[src/rtl/spi_master_if.sv]
// Bus bundle for spi_master: byte handshake toward the host, SPI pins toward the slave.
interface spi_master_if #(
  parameter int DATA_W = 8
) ();
  logic [DATA_W-1:0] tx_data;
  logic              tx_valid;
  logic              tx_ready;
  logic [DATA_W-1:0] rx_data;
  logic              rx_valid;
  logic              busy;
  logic              SCK;
  logic              MOSI;
  logic              MISO;
  logic              CS_n;

  modport master (
    input  tx_data, tx_valid, MISO,
    output tx_ready, rx_data, rx_valid, busy, SCK, MOSI, CS_n
  );

  modport slave (
    output tx_data, tx_valid, MISO,
    input  tx_ready, rx_data, rx_valid, busy, SCK, MOSI, CS_n
  );
endinterface

[src/rtl/spi_master.sv]
// Mode-0 SPI master, one DATA_W-bit frame per accepted word, MSB first.
// Define SPI_MASTER_BURST_EN to chain frames under a single CS_n assertion.
module spi_master #(
  parameter int CLK_DIV = 4,
  parameter int DATA_W  = 8
) (
  input  logic          clk,
  input  logic          rst_n,
  spi_master_if.master  bus
);

  localparam int CNT_W = 8;
  localparam int BIT_W = $clog2(DATA_W + 1);
  localparam logic [CNT_W-1:0] CNT_LAST = CNT_W'(CLK_DIV - 1);
  localparam logic [BIT_W-1:0] BIT_LAST = BIT_W'(DATA_W - 1);
  localparam logic [BIT_W-1:0] BIT_DONE = BIT_W'(DATA_W);

  typedef enum logic [2:0] {
    IDLE,
    SETUP,
    SCK_HI,
    SCK_LO,
    HOLD,
    GUARD
  } state_t;

  state_t            state_reg, state_next;
  logic [CNT_W-1:0]  cnt_reg, cnt_next;
  logic [BIT_W-1:0]  bit_reg, bit_next;
  logic [DATA_W-1:0] tx_shift_reg, tx_shift_next;
  logic [DATA_W-1:0] rx_shift_reg, rx_shift_next;
  logic [DATA_W-1:0] rx_data_reg, rx_data_next;
  logic              rx_valid_reg, rx_valid_next;
  logic              ready_reg, ready_next;
  logic              busy_reg, busy_next;
  logic              sck_reg, sck_next;
  logic              cs_n_reg, cs_n_next;

  logic phase_end;
  logic accept;

  assign phase_end = (cnt_reg == CNT_LAST);
  assign accept    = bus.tx_valid && ready_reg;

  always_comb begin
    state_next    = state_reg;
    cnt_next      = phase_end ? '0 : cnt_reg + CNT_W'(1);
    bit_next      = bit_reg;
    tx_shift_next = tx_shift_reg;
    rx_shift_next = rx_shift_reg;
    rx_data_next  = rx_data_reg;
    rx_valid_next = 1'b0;

    case (state_reg)
      IDLE: begin
        cnt_next = '0;
        if (accept) begin
          state_next    = SETUP;
          tx_shift_next = bus.tx_data;
          bit_next      = '0;
        end
      end
      SETUP: begin
        if (phase_end) state_next = SCK_HI;
      end
      SCK_HI: begin
        if (phase_end) begin
          // Sample at the very end of the high phase, furthest from the slave's launch edge.
          rx_shift_next = {rx_shift_reg[DATA_W-2:0], bus.MISO};
          bit_next      = bit_reg + BIT_W'(1);
          state_next    = SCK_LO;
          if (bit_reg != BIT_LAST) tx_shift_next = {tx_shift_reg[DATA_W-2:0], 1'b0};
        end
      end
      SCK_LO: begin
        if (phase_end) state_next = (bit_reg == BIT_DONE) ? HOLD : SCK_HI;
      end
      HOLD: begin
        if (phase_end) begin
          rx_data_next  = rx_shift_reg;
          rx_valid_next = 1'b1;
          state_next    = GUARD;
`ifdef SPI_MASTER_BURST_EN
          if (accept) begin
            state_next    = SETUP;
            tx_shift_next = bus.tx_data;
            bit_next      = '0;
          end
`endif
        end
      end
      GUARD: begin
        if (phase_end) state_next = IDLE;
      end
      default: begin
        state_next = IDLE;
      end
    endcase

    // Pin-level outputs are registered from the next state so they never glitch.
    busy_next  = (state_next != IDLE);
    sck_next   = (state_next == SCK_HI);
    cs_n_next  = (state_next == IDLE) || (state_next == GUARD);
    ready_next = (state_next == IDLE);
`ifdef SPI_MASTER_BURST_EN
    ready_next = ready_next || ((state_next == HOLD) && (cnt_next == CNT_LAST));
`endif
  end

  always_ff @(posedge clk or negedge rst_n) begin
    if (!rst_n) begin
      state_reg    <= IDLE;
      cnt_reg      <= '0;
      bit_reg      <= '0;
      tx_shift_reg <= '0;
      rx_shift_reg <= '0;
      rx_data_reg  <= '0;
      rx_valid_reg <= 1'b0;
      ready_reg    <= 1'b0;
      busy_reg     <= 1'b0;
      sck_reg      <= 1'b0;
      cs_n_reg     <= 1'b1;
    end else begin
      state_reg    <= state_next;
      cnt_reg      <= cnt_next;
      bit_reg      <= bit_next;
      tx_shift_reg <= tx_shift_next;
      rx_shift_reg <= rx_shift_next;
      rx_data_reg  <= rx_data_next;
      rx_valid_reg <= rx_valid_next;
      ready_reg    <= ready_next;
      busy_reg     <= busy_next;
      sck_reg      <= sck_next;
      cs_n_reg     <= cs_n_next;
    end
  end

  assign bus.tx_ready = ready_reg;
  assign bus.rx_data  = rx_data_reg;
  assign bus.rx_valid = rx_valid_reg;
  assign bus.busy     = busy_reg;
  assign bus.SCK      = sck_reg;
  assign bus.MOSI     = tx_shift_reg[DATA_W-1];
  assign bus.CS_n     = cs_n_reg;

endmodule
[src/flat_wrapper.sv]
// flat-port wrapper written by rule: the top's interface ports become plain ports
module spi_master_flat 
#(
  parameter int CLK_DIV = 4,
  parameter int DATA_W  = 8
)
  (clk, rst_n, bus_tx_data, bus_tx_valid, bus_MISO, bus_tx_ready, bus_rx_data, bus_rx_valid, bus_busy, bus_SCK, bus_MOSI, bus_CS_n);
  spi_master_if #(.DATA_W(DATA_W)) bus_i ();
  input  logic clk;
  input  logic rst_n;
  input wire logic [$bits(bus_i.tx_data)-1:0] bus_tx_data;
  input wire logic [$bits(bus_i.tx_valid)-1:0] bus_tx_valid;
  input wire logic [$bits(bus_i.MISO)-1:0] bus_MISO;
  output wire logic [$bits(bus_i.tx_ready)-1:0] bus_tx_ready;
  output wire logic [$bits(bus_i.rx_data)-1:0] bus_rx_data;
  output wire logic [$bits(bus_i.rx_valid)-1:0] bus_rx_valid;
  output wire logic [$bits(bus_i.busy)-1:0] bus_busy;
  output wire logic [$bits(bus_i.SCK)-1:0] bus_SCK;
  output wire logic [$bits(bus_i.MOSI)-1:0] bus_MOSI;
  output wire logic [$bits(bus_i.CS_n)-1:0] bus_CS_n;
  assign bus_i.tx_data = bus_tx_data;
  assign bus_i.tx_valid = bus_tx_valid;
  assign bus_i.MISO = bus_MISO;
  assign bus_tx_ready = bus_i.tx_ready;
  assign bus_rx_data = bus_i.rx_data;
  assign bus_rx_valid = bus_i.rx_valid;
  assign bus_busy = bus_i.busy;
  assign bus_SCK = bus_i.SCK;
  assign bus_MOSI = bus_i.MOSI;
  assign bus_CS_n = bus_i.CS_n;
  spi_master #(.CLK_DIV(CLK_DIV), .DATA_W(DATA_W)) u_core (.clk(clk), .rst_n(rst_n), .bus(bus_i));
endmodule
[config.mk]
export PLATFORM = sky130hd
export DESIGN_NAME = spi_master_flat
export DESIGN_NICKNAME = d
export VERILOG_FILES = /design/src/rtl/spi_master_if.sv /design/src/rtl/spi_master.sv /design/src/flat_wrapper.sv
export SDC_FILE = /design/constraint.sdc
export NUM_CORES = 1
export LEC_CHECK = 0
export ABC_AREA = 1
export CAP_MARGIN = 40
export CORE_MARGIN = 1
export CORE_UTILIZATION = 40
export CTS_CLUSTER_SIZE = 10
export DETAILED_ROUTE_END_ITERATION = 7
export HOLD_SLACK_MARGIN = 0.08
export RECOVER_POWER = 100
export SYNTH_ARGS = -nofsm -noshare
export SYNTH_HDL_FRONTEND = slang
export SYNTH_SLANG_ARGS = --single-unit
[constraint.sdc]
create_clock -name clk -period 3.94 [get_ports clk]
set_input_delay 0.788 -clock clk [delete_from_list [all_inputs] [get_ports clk]]
set_output_delay 0.788 -clock clk [all_outputs]
set_load 0.02 [all_outputs]
==> impl_metrics.toml, run 1 <==
[timing]
slew_headroom_pct = 3.16
timing.final.crit_period_ps = 2570
maxSlewViolCount = 0
finClkSkew_ps = 8.41
hold_viol_final = 0
tns_ps = 0
fmaxAchievable_mhz = 390
grt_setup_unrepaired = "false"
worst_pin_slew_ps = 1450
setup_viol = 0
hold_ws_ps = 461
period_share_pct = 65.1

[power]
p_clk_share_pct = 42.2
finalPower_mw = 0.856
power_frac_comb_pct = 4.2
power.density_mw_per_mm2 = 347
intPower_mw = 0.680
p_sw_mw = 0.176
power.leakage_nw = 1.26
peakVddDrop_v = 0.000233
switching_share_pct = 20.5
pwr-share-seq_pct = 53.6

[min_path]
hold_path_end = "u_core.cnt_reg[0]"
hold_path_class = "flop to flop"
min-delay-start = "u_core.cnt_reg[0]"
holdPathStages = 1

[synthesis]
yosysWarnings = 0
yosysSeqAreaShare_pct = 52.6
synth_area_mm2 = 0.00210
ys_ff_latch = 44
synth_cell_type_count = 30
async_flop_share_pct = 100
postSynthCellCount = 239
synth_edf_count = 0
synth.net_count = 254
yosys_most_used_dff = "dfrtp_1"
syn_avg_cell_area_um2 = 8.77

[die]
core-area_mm2 = 0.00488
start_util_pct = 42.9
die_area_mm2 = 0.00553
num_rows = 25
die_y_um = 74.4
ios = 26
die_x_um = 74.4

[route]
drt-pass1-iter-count = 4
wl_per_cell_um = 10.8
drcViolationCount = 0
route.vias.total = 1541
dr.first_iter.drc_count = 123
viasPerCell = 4.59
ant_nets = 0
wl_um = 3640

[grt]
antenna_found_initial = 0
grt_max_degree = 29
grt_use_total_pct = 15.7
overflow = 0
grt_pass1_wl_um = 6640
grt_pass1_vias = 1541

[clocking]
clk_path_buf_depth = 2
root_buffer = "clkbuf_8"
clk_pin_slew_ps = 90
cts_tree = "yes"
cts_buffers = 5
cts_hold_buffers = 0
ctsResizeCount = 0
cts_sinks = 44
postCtsSetupBuffers = 0
h-tree-depth = 2
insertion_delay_ps = 290

[setup_path]
arrival_ps = 2730
r2r-end = "u_core.tx_shift_reg[5]"
worstSetupPathType = "flop to flop"
cpMaxStageDelayCell = "nand3_1"
path_cells = "ha_1, nand2_1, nor2_1, nand3_1, nand2_1, clkinvlp_2, nor2_8, o21ai_0"
worst-path-buf-inv = 1
crit_fanout = 19
path_common_cell = "nand2_1"
end_kind = "flop"
worst-r2r-setup-slack_ps = 1370
critical-path-top-delay-family = "simple AND/OR/NAND/NOR gates"
worst_setup_path_start_kind = "flop"
reg2reg_depth = 8
cp_slowest_stage_delay_ps = 500
reg2reg_from = "u_core.cnt_reg[0]"
crit_required_ps = 4110

[flow_run]
drv_cap = 0

[final_layout]
drive_above_1_share_pct = 10.8
finalNonFillerCells = 336
synthToLayoutAreaGrowth_pct = 17.8
final_util_pct = 50.6
fill_cells = 502
multi_input_area_um2 = 769
layout.nets = 283
antennaDiodeCount = 0
seq_area_mm2 = 0.00110

[placement]
dp_cells = 328
routabilityCongestion = 0.774
hpwlAfterDp_um = 2660
portBuffers = 25

[status]
status = "finished, final reports clean"
==> per-layer routing <==
metal  vias up  share of wire [%]  GRT usage [%]
met5         -                  0              0
met4         0               0.60           5.24
met3         2                3.5           3.66
met2        22                 44           23.7
met1       710                 51           22.2
li1        807                  -              -
==> cell usage after synthesis (2+ instances only) <==
library cell	n	area share [%]
nor3b_1	2	0.72
dfrtp_1	43	51
nand2_1	54	9.7
clkbuf_1	2	0.36
nor2_2	2	0.60
o21ai_2	6	2.5
nor2_4	2	1.1
ha_1	3	1.8
o21ai_0	26	6.2
inv_1	32	5.7
nand2_4	2	1.1
nor2_1	21	3.8
nand3_1	12	2.9
nand2_2	5	1.5
inv_2	5	0.90
a21oi_1	5	1.2
nor3_1	4	0.96
==> cell families (layout without fill, tap and decap cells) <==
group	after synthesis	after routing	share of synthesized area (%)
compound gates	39	39	10.7
xor+xnor	2	2	0.836
fa+ha+maj	3	3	1.79
buf+inv	42	72	8.48
flops	44	44	52.6
simple gates	109	109	25.6
==> cell type report <==
class,instances,share of cell area (%)
Clock inverter,2,1.57
Multi-Input combinational cell,153,31.2
Inverter,38,5.83
Timing Repair Buffer,26,10.0
Sequential cell,44,44.7
Tap cell,67,3.40
Clock buffer,6,3.35
==> power groups by stage <==
stage	clock network, mW	registers [mW]	logic, mW
floorplan	0	0.471	0.00790
global placement	0	0.468	0.0372
detailed placement	0	0.468	0.0398
CTS	0.372	0.459	0.0403
global route	0.391	0.460	0.0402
finish	0.361	0.459	0.0355
==> cells in the final DEF (no fill, tap or decap), drive strengths merged <==
master and n:
a21o 1, a21oi 5, and3 1, bufinv 1
clkbuf 8, clkdlybuf4s50 10, clkinv 1, clkinvlp 1
dfrtp 43, dfstp 1, dlygate4sd3 14, ha 3
inv 37, nand2 61, nand3 14, nor2 26
nor3 5, nor3b 2, o21ai 32, o21bai 1
xnor2 1, xor2 1
==> worst max path at each step <==
stage          slack (ps)              start                endpoint  depth (start not counted)
2_1_floorplan        2430  u_core.cnt_reg[0]  u_core.tx_shift_reg[2]                         10
3_3_place_gp         1880       bus_tx_valid  u_core.tx_shift_reg[5]                          7
3_5_place_dp         1850       bus_tx_valid  u_core.tx_shift_reg[6]                          7
4_1_cts              1750    u_core.bus.CS_n                bus_CS_n                          1
5_1_grt               980  u_core.cnt_reg[0]  u_core.tx_shift_reg[6]                          9
6_report             1370  u_core.cnt_reg[0]  u_core.tx_shift_reg[5]                          8
==> stage by stage <==
stage	setup slack, ps	cell area [um2]
after floorplan	2430	2100
after global placement	1880	2390
after detailed placement	1850	2410
after CTS	1750	2530
after global routing	982	2470
final	1370	2470
(Power assumes the default switching activity.)
==> inputs of run 2 (changes only) <==
==> constraint.sdc (replaced) <==
create_clock -name clk -period 2.6 [get_ports clk]
set_input_delay 0.52 -clock clk [delete_from_list [all_inputs] [get_ports clk]]
set_output_delay 0.52 -clock clk [all_outputs]
set_load 0.02 [all_outputs]
==> run 2 against run 1 <==
Net effect: total power is 35% higher; register-to-register slack worse by 810 ps; cell count up 0.60%; largest power group unchanged; global-route usage increased by 0.27 points; clock skew rose by 2.6 ps; non-clock buffer count grew 2; hold slack better by 14 ps; sequential cell count stayed put; largest cell class unchanged; first-iteration DRC count decreased by 38%; utilization fell by 0.21 points; final area shrank 0.41%.
==> impl_metrics.toml, run 2 (synthesized netlist as in run 1, its figures left out) <==
[setup_path]
crit_fanout = 17
arrival_ps = 2220
path_cells = "ha_1, nand2_1, nor2_1, nand3_1, nand2_1, nor2_1, nand3_1, inv_1"
worst_setup_path_start_kind = "flop"
cpMaxStageDelayCell = "nand3_1"
worstSetupPathType = "flop to flop"
cp_slowest_stage_delay_ps = 480
end_kind = "flop"
crit_required_ps = 2780

[route]
dr.first_iter.drc_count = 76
wl_um = 3830
wl_per_cell_um = 11.3
drcViolationCount = 0
ant_nets = 0
drt-pass1-iter-count = 4
viasPerCell = 4.52
route.vias.total = 1528

[timing]
slew_headroom_pct = 39.1
grt_setup_unrepaired = "false"
maxSlewViolCount = 0
hold_viol_final = 0
hold_ws_ps = 475
worst_pin_slew_ps = 914
period_share_pct = 78.4
fmaxAchievable_mhz = 490
setup_viol = 0
timing.final.crit_period_ps = 2040
finClkSkew_ps = 11.0
tns_ps = 0

[final_layout]
synthToLayoutAreaGrowth_pct = 17.3
drive_above_1_share_pct = 10.3
stdcell_area_mm2 = 0.00246
layout_common_cells = "nand2_1, dfrtp_1, inv_1"
final_common_cell = "nand2_1"
layout.nets = 285
antennaDiodeCount = 0
fill_cells = 501

[placement]
hpwlAfterDp_um = 2890
portBuffers = 25
routabilityCongestion = 0.758
place_area_mm2 = 0.00241

[grt]
grt_pass1_wl_um = 6570
antenna_found_initial = 0
overflow = 0
grt_max_degree = 20
grt_use_total_pct = 16.0
grt_pass1_vias = 1527

[power]
finalPower_mw = 1.15
power.density_mw_per_mm2 = 469
power.leakage_nw = 1.23
peakVddDrop_v = 0.000312

[die]
die_area_mm2 = 0.00553
ios = 26
num_rows = 25
core-area_mm2 = 0.00488
start_util_pct = 42.9
die_y_um = 74.4
die_x_um = 74.4

[clocking]
clk_pin_slew_ps = 80
cts_tree = "yes"
insertion_delay_ps = 300
ctsResizeCount = 0
cts_hold_buffers = 1
root_buffer = "clkbuf_8"
cts_buffers = 5
cts_sinks = 44
postCtsSetupBuffers = 0
h-tree-depth = 2
clk_path_buf_depth = 2

[min_path]
hold_path_class = "flop to flop"

[flow_run]
drv_cap = 0

[status]
status = "finished, final reports clean"
## run 2: cell type report
type                    instances  area (um2)  area share (%)
flip-flops and latches         44        1100            44.8
multi-input cells             153         781            31.8
repair buffers                 28         265            10.8
inverters                      38         145            5.90
well taps                      67        83.8            3.41
clock buffers                   7        76.3            3.10
clock inverters                 1        5.00           0.204
## run 2: path summary, 6_finish.rpt
path,startpoint,end,cells past startpoint,slack (ps)
setup / recovery,u_core.cnt_reg[0],u_core.bus.tx_ready,8,560
hold / removal,u_core.cnt_reg[0],u_core.cnt_reg[0],1,470
setup reg to reg,u_core.cnt_reg[0],u_core.bus.tx_ready,8,560
hold reg to reg,u_core.cnt_reg[0],u_core.cnt_reg[0],1,470
max in group asynchronous,rst_n,u_core.tx_shift_reg[6],3,670
min in group asynchronous,rst_n,u_core.bus.rx_valid,2,720
## run 2: metrics by stage
stage,setup slack (ps),util (%),instances
3_5_place_dp,699,49.3,329
4_1_cts,665,51.2,338
5_1_grt,287,50.4,338
3_3_place_gp,767,49.3,329
2_1_floorplan,1090,-,239
6_report,561,50.4,338
## run 2: power by group
part | total [mW] | switching [mW] | internal (mW)
sequential | 0.696 | 0.00365 | 0.692
clock | 0.402 | 0.213 | 0.189
combinational | 0.0563 | 0.0299 | 0.0265
## run 2: worst max-delay path, delay by kind of cell, from the launching register on
kind                     cells  cell delay [ps]
buffers and inverters        1               50
adder cells (fa/ha/maj)      1              270
flip-flops                   1              380
AND/OR/NAND/NOR              6             1220
## run 2: routing by layer
layer / track usage, % / part of all wire [%]
met4: 6.29 / 1.6
met1: 21.2 / 49
met3: 4.07 / 3.5
met2: 25.1 / 46
met5: 0 / 0
